### src/rtl/scl_timing_gen_pkg.sv
// scl_timing_gen_pkg: shared FSM state encoding and default sizing for the SCL generator
package scl_timing_gen_pkg;
  localparam int DEF_DIV_W = 12;
  localparam int DEF_SYNC_STAGES = 2;
  localparam int DEF_TO_W = 16;
  typedef enum logic [2:0] {ST_IDLE, ST_RELEASE, ST_HIGH, ST_LOW, ST_HOLD} state_t;
endpackage

### src/rtl/scl_timing_gen_bit_sync.sv
// bit_sync: N-stage synchroniser for an asynchronous input; resets to 1 (released bus)
module bit_sync #(
  parameter int N = 2
) (
  input  logic clk,
  input  logic rst,
  input  logic i_d,
  output logic o_q
);
  logic [N-1:0] r_ff;
  always_ff @(posedge clk or posedge rst)
    if (rst) r_ff <= '1;
    else r_ff <= {r_ff[N-2:0], i_d};
  assign o_q = r_ff[N-1];
endmodule

### src/rtl/scl_timing_gen.sv
// scl_timing_gen: master-mode SCL generator with independent high/low phases,
// multi-master clock sync, stretch detection and sticky stretch timeout.
module scl_timing_gen
  import scl_timing_gen_pkg::*;
#(
  parameter int DIV_W       = DEF_DIV_W,
  parameter int SYNC_STAGES = DEF_SYNC_STAGES,
  parameter int TO_W        = DEF_TO_W
) (
  input  logic             clk,
  input  logic             rst,
  input  logic             i_scl_en,
  input  logic             i_scl_wait,
  input  logic [DIV_W-1:0] i_thigh,
  input  logic [DIV_W-1:0] i_tlow,
  input  logic [TO_W-1:0]  i_to_limit,
  input  logic             i_scl_i,
  output logic             o_scl_o,
  output logic [DIV_W-1:0] o_thigh_cur,
  output logic [DIV_W-1:0] o_tlow_cur,
  output logic             o_scl_rise_p,
  output logic             o_scl_fall_p,
  output logic             o_scl_sync_p,
  output logic             o_scl_stretched,
  output logic             o_scl_timeout
);
  state_t           r_state, w_nxt;
  logic [DIV_W-1:0] r_cnt, w_cnt, r_thigh_cur, r_tlow_cur;
  logic [TO_W-1:0]  r_rel, w_rel, w_rel_inc;
  logic             r_timeout, w_timeout, r_rise, w_rise, r_fall, w_fall, r_sync, w_sync, w_scl_s;

  bit_sync #(.N(SYNC_STAGES)) u_sync (.clk(clk), .rst(rst), .i_d(i_scl_i), .o_q(w_scl_s));

  assign w_rel_inc = (r_rel == '1) ? r_rel : r_rel + 1'b1;

  always_comb begin
    w_nxt = r_state;
    w_cnt = r_cnt;
    w_rel = r_rel;
    w_timeout = r_timeout;
    w_rise = 1'b0;
    w_fall = 1'b0;
    w_sync = 1'b0;
    if (!i_scl_en) begin
      w_nxt = ST_IDLE;
      w_cnt = '0;
      w_rel = '0;
      w_timeout = 1'b0;
    end else begin
      case (r_state)
        ST_IDLE: if (!r_timeout) begin
          w_nxt = ST_RELEASE;
          w_rel = '0;
        end
        ST_RELEASE: begin
          w_rel = w_rel_inc;
          // bus high confirmed beats a timeout landing on the same clock
          if (w_scl_s) begin
            w_nxt = ST_HIGH;
            w_cnt = '0;
            w_rise = 1'b1;
          end else if (i_to_limit != '0 && w_rel_inc == i_to_limit) begin
            w_nxt = ST_IDLE;
            w_timeout = 1'b1;
          end
        end
        ST_HIGH: begin
          w_cnt = r_cnt + 1'b1;
          if (r_cnt == r_thigh_cur || !w_scl_s) begin
            w_nxt = ST_LOW;
            w_cnt = '0;
            w_fall = 1'b1;
            w_sync = r_cnt != r_thigh_cur;
          end
        end
        ST_LOW: begin
          w_cnt = r_cnt + 1'b1;
          if (r_cnt == r_tlow_cur) begin
            w_nxt = i_scl_wait ? ST_HOLD : ST_RELEASE;
            w_cnt = '0;
            w_rel = '0;
          end
        end
        ST_HOLD: if (!i_scl_wait) begin
          w_nxt = ST_RELEASE;
          w_rel = '0;
        end
        default: w_nxt = ST_IDLE;
      endcase
    end
  end

  always_ff @(posedge clk or posedge rst)
    if (rst) begin
      r_state <= ST_IDLE;
      r_cnt <= '0;
      r_rel <= '0;
      r_timeout <= 1'b0;
      r_rise <= 1'b0;
      r_fall <= 1'b0;
      r_sync <= 1'b0;
      r_thigh_cur <= DIV_W'(1);
      r_tlow_cur <= DIV_W'(1);
    end else begin
      r_state <= w_nxt;
      r_cnt <= w_cnt;
      r_rel <= w_rel;
      r_timeout <= w_timeout;
      r_rise <= w_rise;
      r_fall <= w_fall;
      r_sync <= w_sync;
      if (!i_scl_en) begin
        r_thigh_cur <= (i_thigh == '0) ? DIV_W'(1) : i_thigh;
        r_tlow_cur <= (i_tlow == '0) ? DIV_W'(1) : i_tlow;
      end
    end

  assign o_scl_o = !(r_state == ST_LOW || r_state == ST_HOLD);
  assign o_scl_stretched = (r_state == ST_RELEASE) && (r_rel > TO_W'(SYNC_STAGES));
  assign o_thigh_cur = r_thigh_cur;
  assign o_tlow_cur = r_tlow_cur;
  assign o_scl_rise_p = r_rise;
  assign o_scl_fall_p = r_fall;
  assign o_scl_sync_p = r_sync;
  assign o_scl_timeout = r_timeout;
endmodule
### config.mk
export PLATFORM = sky130hd
export DESIGN_NAME = scl_timing_gen
export DESIGN_NICKNAME = d
export VERILOG_FILES = /design/src/rtl/scl_timing_gen_pkg.sv /design/src/rtl/scl_timing_gen_bit_sync.sv /design/src/rtl/scl_timing_gen.sv
export SDC_FILE = /design/constraint.sdc
export NUM_CORES = 1
export LEC_CHECK = 0
export ABC_AREA = 0
export BUFFER_PORTS_ARGS = -buffer_cell sky130_fd_sc_hd__buf_2
export CORE_MARGIN = 4
export CORE_UTILIZATION = 50
export DETAILED_ROUTE_END_ITERATION = 6
export GPL_TIMING_DRIVEN = 0
export PLACE_DENSITY = 0.73
export RECOVER_POWER = 25
export SYNTH_ARGS = -nofsm -noshare
export SYNTH_HDL_FRONTEND = slang
export SYNTH_HIERARCHICAL = 1
export SYNTH_SLANG_ARGS = --single-unit
### constraint.sdc
create_clock -name clk -period 6.9 [get_ports clk]
set_clock_uncertainty 0.15 [all_clocks]
set_input_delay 0.345 -clock clk [delete_from_list [all_inputs] [get_ports clk]]
set_output_delay 0.345 -clock clk [all_outputs]
set_load 0.02 [all_outputs]
**Word level (Yosys, flattened, before mapping)**

Cells that the tools add are included.

- Add/sub/neg operators: 2
- Mux-type cells: 35
- Reductions and logical operators: 14
- Order comparisons: 1
- Eq/ne operators: 20

Operator list:

| kind | number |
|---|---|
| two-way mux 16 bit | 5 |
| two-way mux 12 bit | 6 |
| case mux 16 bit (4 select lines) | 1 |
| case mux 12 bit (3 select lines) | 1 |
| == test 12 bit | 2 |
| zero test 12 bit | 2 |
| two-way mux 3 bit | 8 |
| adder 16 x 1 -> 16 bit (second input constant) | 1 |
| == test 16 bit | 1 |
| == test 16 bit (second input constant) | 1 |
| greater-than comparator 16 x 2 -> 1 bit (second input constant) | 1 |
| nonzero test 16 bit | 1 |
| case mux 3 bit (5 select lines) | 1 |
| two-way mux 1 bit | 13 |
| adder 12 x 1 -> 12 bit (second input constant) | 1 |
| != test 12 bit | 1 |
| != test 3 bit (second input constant) | 4 |
| == test 3 x 2 -> 1 bit (second input constant) | 2 |
| != test 5 x 1 -> 1 bit (second input constant) | 1 |
| AND reduction 5 bit | 1 |
| != test 2 x 1 -> 1 bit (second input constant) | 2 |
| != test 4 x 1 -> 1 bit (second input constant) | 1 |
| != test 4 x 3 -> 1 bit (second input constant) | 1 |
| AND reduction 4 bit | 1 |
| other kinds (10) | 13 |

- Word-level logic and storage cells: 82
- Flip-flop bits (word level): 61
- Output and inout bits: 30
- Input bits: 45

**Longest topological paths before layout**

- Depth after elaboration: 8
- Gate-level depth with buffers: 10
- Mapped depth without buffers: 8

**Hierarchy**

The synthesis kept the hierarchy.

Modules (own cells, without submodules):

| module | cells each | area an instance (µm²) | seq. area each (µm²) | instances |
|---|---|---|---|---|
| scl_timing_gen | 392 | 3777.4 | 1478.9 | 1 |
| bit_sync | 3 | 56.3 | 52.6 | 1 |

**Worst setup path after synthesis**

OpenSTA, ideal clock, no wires.

- Path kind: flip-flop to flip-flop
- Start: register r_rel[0]
- End: register r_timeout, in the netlist o_scl_timeout
- Arrival time: 2.471 ns
- Path buffers: 0
- Period minus slack after synthesis: 2.689 ns
- Slack: 4.211 ns
- Cell stages (with the launch flop): 9
- Required time: 6.682 ns
- Path through: dfrtp_1 > ha_1 > nand3_2 > nor4_4 > nand3b_1 > a32o_1 > or4_4 > a2111oi_4 > a32o_2

- Cells in the longest elaborated chain, start to end: 6
- Elaborated cells on any way between the ends: 7
- Those cells by class: add/sub: 1; eq/ne: 3; mux: 1; reduce/logical: 2

RTL lines:

| what | line | source |
|---|---|---|
| start: declaration | scl_timing_gen.sv:29 | `logic [TO_W-1:0] r_rel, w_rel, w_rel_inc;` |
| start signal: assignment | scl_timing_gen.sv:107 | `r_rel <= w_rel;` |
| adder 16 x 1 -> 16 bit / == test 16 bit (equally long branches) | scl_timing_gen.sv:34 | `assign w_rel_inc = (r_rel == '1) ? r_rel : r_rel + 1'b1;` |
| two-way mux 16 bit * | scl_timing_gen.sv:34 |  |
| == test 16 bit * | scl_timing_gen.sv:62 | `end else if (i_to_limit != '0 && w_rel_inc == i_to_limit) begin` |
| logical AND 1 bit * | scl_timing_gen.sv:62 |  |
| != test 2 x 1 -> 1 bit (no line) * | - |  |
| AND reduction 3 bit (no line) * | - |  |
| end signal: assignment | scl_timing_gen.sv:108 | `r_timeout <= w_timeout;` |
| end: declaration | scl_timing_gen.sv:30 | `logic r_timeout, w_timeout, r_rise, w_rise, r_fall, w_fall, r_sync, w_sync, w_scl_s;` |

Mark *: on every way between the ends. The rest lies on a longest branch, timed or not.
A chain may end at the register's enable or synchronous reset.

**Worst setup path in the final report**

Ends and elaborated chain as after synthesis.

==> summary.txt <==
Run status
  – Result of the run: completed

Power and ir drop
  – Worst supply voltage drop on vdd: 0.1444 mV
  – Power per cell area: about 200 mW/mm²
  – Static leakage power: 2.086 nW

Logic synthesis
  – FFs w/ async S/R, synth: 100.0%
  – Yosys top cell area share: 37.21%
  – Share of synthesized area spent on multiplexers: 7.833%
  – Cell count after synthesis: 395
  – Post-synthesis compound-gate area fraction: 15.34%
  – Most common library cells after synthesis: dfrtp_1, xor2_1, nor2_1
  – Cell Area, Synth: 0.003834 mm²
  – Count leader, synth: dfrtp_1
  – Leading register cell type out of synthesis: dfrtp_1
  – Synthesized area divided by synthesized cell count: 9.706 µm²
  – Largest family of logic cells by synthesized area: simple AND/OR/NAND/NOR gates
  – Xor and xnor area share after synthesis: 10.51%
  – Leading area contributor after synthesis: dfrtp_1
  – Yosys warning count: 6
  – Count of flip-flops with a built-in enable after synthesis: 0
  – Unique masters post-synth: 65
  – Syn Nets: 443
  – Synth Area in Adders: 0.9791%
  – Synth area leaders: dfrtp_1, xor2_1, mux2_2
  – Sequential element share of the synthesized area: 39.95%
  – Number of flip-flops and latches in the synthesized netlist: 61
  – Share of synthesized cell area in and, or, nand and nor gates: a little over a fifth

CTS
  – Cell at the root of the clock tree: clkbuf_8
  – Reg clk slew, reported paths: 70 ps
  – CTS sink cnt: 61
  – Clock H-tree levels: 3
  – Number of gates resized after CTS: 0
  – TritonCTS clock tree: built
  – Source-to-sink clock delay at the later pin of the worst-skew pair: 340 ps
  – Post-CTS setup-driven buffer insertion count: 0
  – Total CTS buffers: 9
  – Number of buffers on the longest clock path: 2

Routing
  – Number of DRC markers in iteration 0: 273
  – Antenna viol nets, final: 0
  – First-pass iteration count of the detailed router: 5
  – Routed WL: roughly 10000 µm
  – DRC violation count after routing: 0
  – Via total after detailed routing: roughly 3400
  – Detail-routed via count per cell: 5.872
  – Post-detailed-route wirelength per cell: 17.37 µm

Hold path
  – Critical hold path startpoint: i_tlow[10]
  – Cells on Worst Hold Path: 2
  – Hold EP: o_tlow_cur[10]
  – Min-delay worst type: input port to register

Worst setup path
  – Category of the critical setup timing path: register to register
  – CP startpoint kind: register
  – Required time reported for the critical path endpoint: 7030 ps
  – R2r endpoint: o_scl_timeout
  – Buffers & Inverters on Critical Path: 0
  – Cell family with most CP delay: simple AND/OR/NAND/NOR gates
  – Length in cells of the worst reg-to-reg path: 8
  – Register-to-Register Setup Slack: 3570 ps
  – Maximum fanout count along the critical path: 10
  – Worst Setup End Kind: register
  – Reg-to-reg startpoint: r_rel[0]
  – Maximum cell stage delay along the critical path: 500 ps
  – Worst path slowest cell: nor4_4
  – Sequence of cells on the critical path: ha_1 -> nand3_2 -> nor4_4 -> nand3b_1 -> a32o_1 -> or4_4 -> a2111oi_4 -> a32o_2
  – Crit path arrival time: 3450 ps

Floorplanning
  – Chip Width: 95.57 µm
  – Height of the die: 95.57 µm
  – Ports placed on the boundary: 75
  – Core Region: 0.007370 mm²
  – Die Outline Area: 0.009133 mm²
  – Starting utilization of the core area: 52.02%
  – Core Rows: 31

Place
  – Count of input and output buffers: 74
  – Post-Place Setup Slack: 3662 ps
  – GP Congestion: 0.8979
  – Detailed-placement wirelength estimate: 7643 µm

Layout
  – Number of inserted filler cells in the final layout: 651
  – Ratio of cells with drive above 1 in the final layout: 29.10%
  – Number of nets in the layout: 531
  – Diode count: 0
  – Post-layout utilization of the core: a little over 60%
  – Area growth syn-to-layout: 18.90%

GRT
  – Via count of the first global-routing pass: about 3300
  – Wire length of the first global-routing pass: 16670 µm
  – Overflow left after global routing: 0
  – Antenna violations before repair: 0
  – All-layer global routing usage: 23.98%
  – Largest net degree at the start of global routing: 33

Timing
  – Unrepaired setup endpoints after global routing: false
  – Minimum clock period: about 3300 ps
  – Hold slack final: 95.81 ps
  – Count of endpoints failing hold in the final timing report: 0
  – Final worst setup slack: 3574 ps
  – Final slew viol count: 0
  – Setup Total Neg Slack: 0 ps
  – Maximum achievable frequency: 300.6 MHz
  – Share of the cycle needed by the critical path after routing: 48.21%
  – Worst Tran Pin Value: around 1400 ps
  – Total of endpoints with negative setup slack in the final report: 0
  – Normalized max-slew margin: 8.140%

Flow run
  – Max cap viols: 0
[sequential cells by signal, indices dropped and copies added (netlist names)]
name	count
u_sync/r_ff	2
o_tlow_cur	12
r_cnt	12
o_thigh_cur	12
o_scl_rise_p	1
r_rel	16
o_scl_sync_p	1
o_scl_timeout	1
o_scl_fall_p	1
r_state	3
[metal layers]
metal  routed length [µm]  part of all wire (%)  GRT usage, %
met1                 4778                    47         34.27
met4                  170                   1.7         9.123
met3                  725                   7.1         5.288
met2                 4521                    44         35.38
met5                    0                     0             0
[how the worst max path moves through the flow]
stage             start             to  slack, ps  cells after the start
2_1_floorplan  r_rel[0]  o_scl_timeout       4210                      8
3_3_place_gp   r_rel[0]  o_scl_timeout       3670                      8
3_5_place_dp   r_rel[0]  o_scl_timeout       3660                      8
4_1_cts        r_rel[0]  o_scl_timeout       3640                      8
5_1_grt        r_rel[0]  o_scl_timeout       3430                     10
6_report       r_rel[0]  o_scl_timeout       3570                      8
[report_power, final]
part	total [mW]	leakage, nW	switching (mW)	internal (mW)
Combinational	0.195	1.21	0.117	0.0777
Clock	0.310	0.0908	0.149	0.160
Sequential	0.407	0.783	0.0256	0.381
Total	0.911	2.09	0.292	0.619
[layout make-up]
| cell class | count | area (µm²) | share of cell area, % |
|---|---|---|---|
| multi-input combinational | 298 | 2130 | 46.72 |
| sequential | 61 | 1531 | 33.60 |
| timing repair buffer | 77 | 407.9 | 8.949 |
| clock buffer | 12 | 165.2 | 3.623 |
| buffer | 25 | 127.6 | 2.800 |
| tap | 99 | 123.9 | 2.718 |
| inverter | 11 | 41.29 | 0.9058 |
| clock inverter | 4 | 31.28 | 0.6862 |
[cells in the final DEF, fill, tap and decap left out, types with 7 or more instances in the layout]
master,Yosys,layout
a21oi_1,24,24
a31oi_1,13,13
and3_1,10,10
buf_2,6,78
clkbuf_1,11,16
clkbuf_8,0,12
dfrtp_1,57,57
inv_1,11,11
mux2_2,24,24
nand2_1,21,21
nand3_1,13,13
nand4_1,7,7
nor2_1,25,25
nor3_1,7,7
nor4_1,17,17
o21ai_0,20,20
xnor2_1,13,13
xor2_1,33,33
[cell families after synthesis]
| logic type | count (synthesis) |
|---|---|
| and+or+nand+nor | 133 |
| xor gates and xnor gates | 46 |
| AOI/OAI and AO/OA | 89 |
| muxes | 27 |
| adders and majority gates | 3 |
| buffers and inverters | 36 |
| DFF | 61 |
[stage by stage]
step	instance area, µm²	power [mW]	instances
2_1_floorplan	3834	0.5361	395
3_3_place_gp	4328	0.6009	568
3_5_place_dp	4348	0.6065	569
4_1_cts	4564	0.9149	587
5_1_grt	4558	0.9567	587
6_report	4558	0.9115	587
[what timing repair did]
action | 4_1_cts | 5_1_grt
hold buffers | 2 | 0
endpoints found under the setup margin | 0 | 0
hold endpoints to repair | 28 | 0
(Power assumes the default switching activity.)
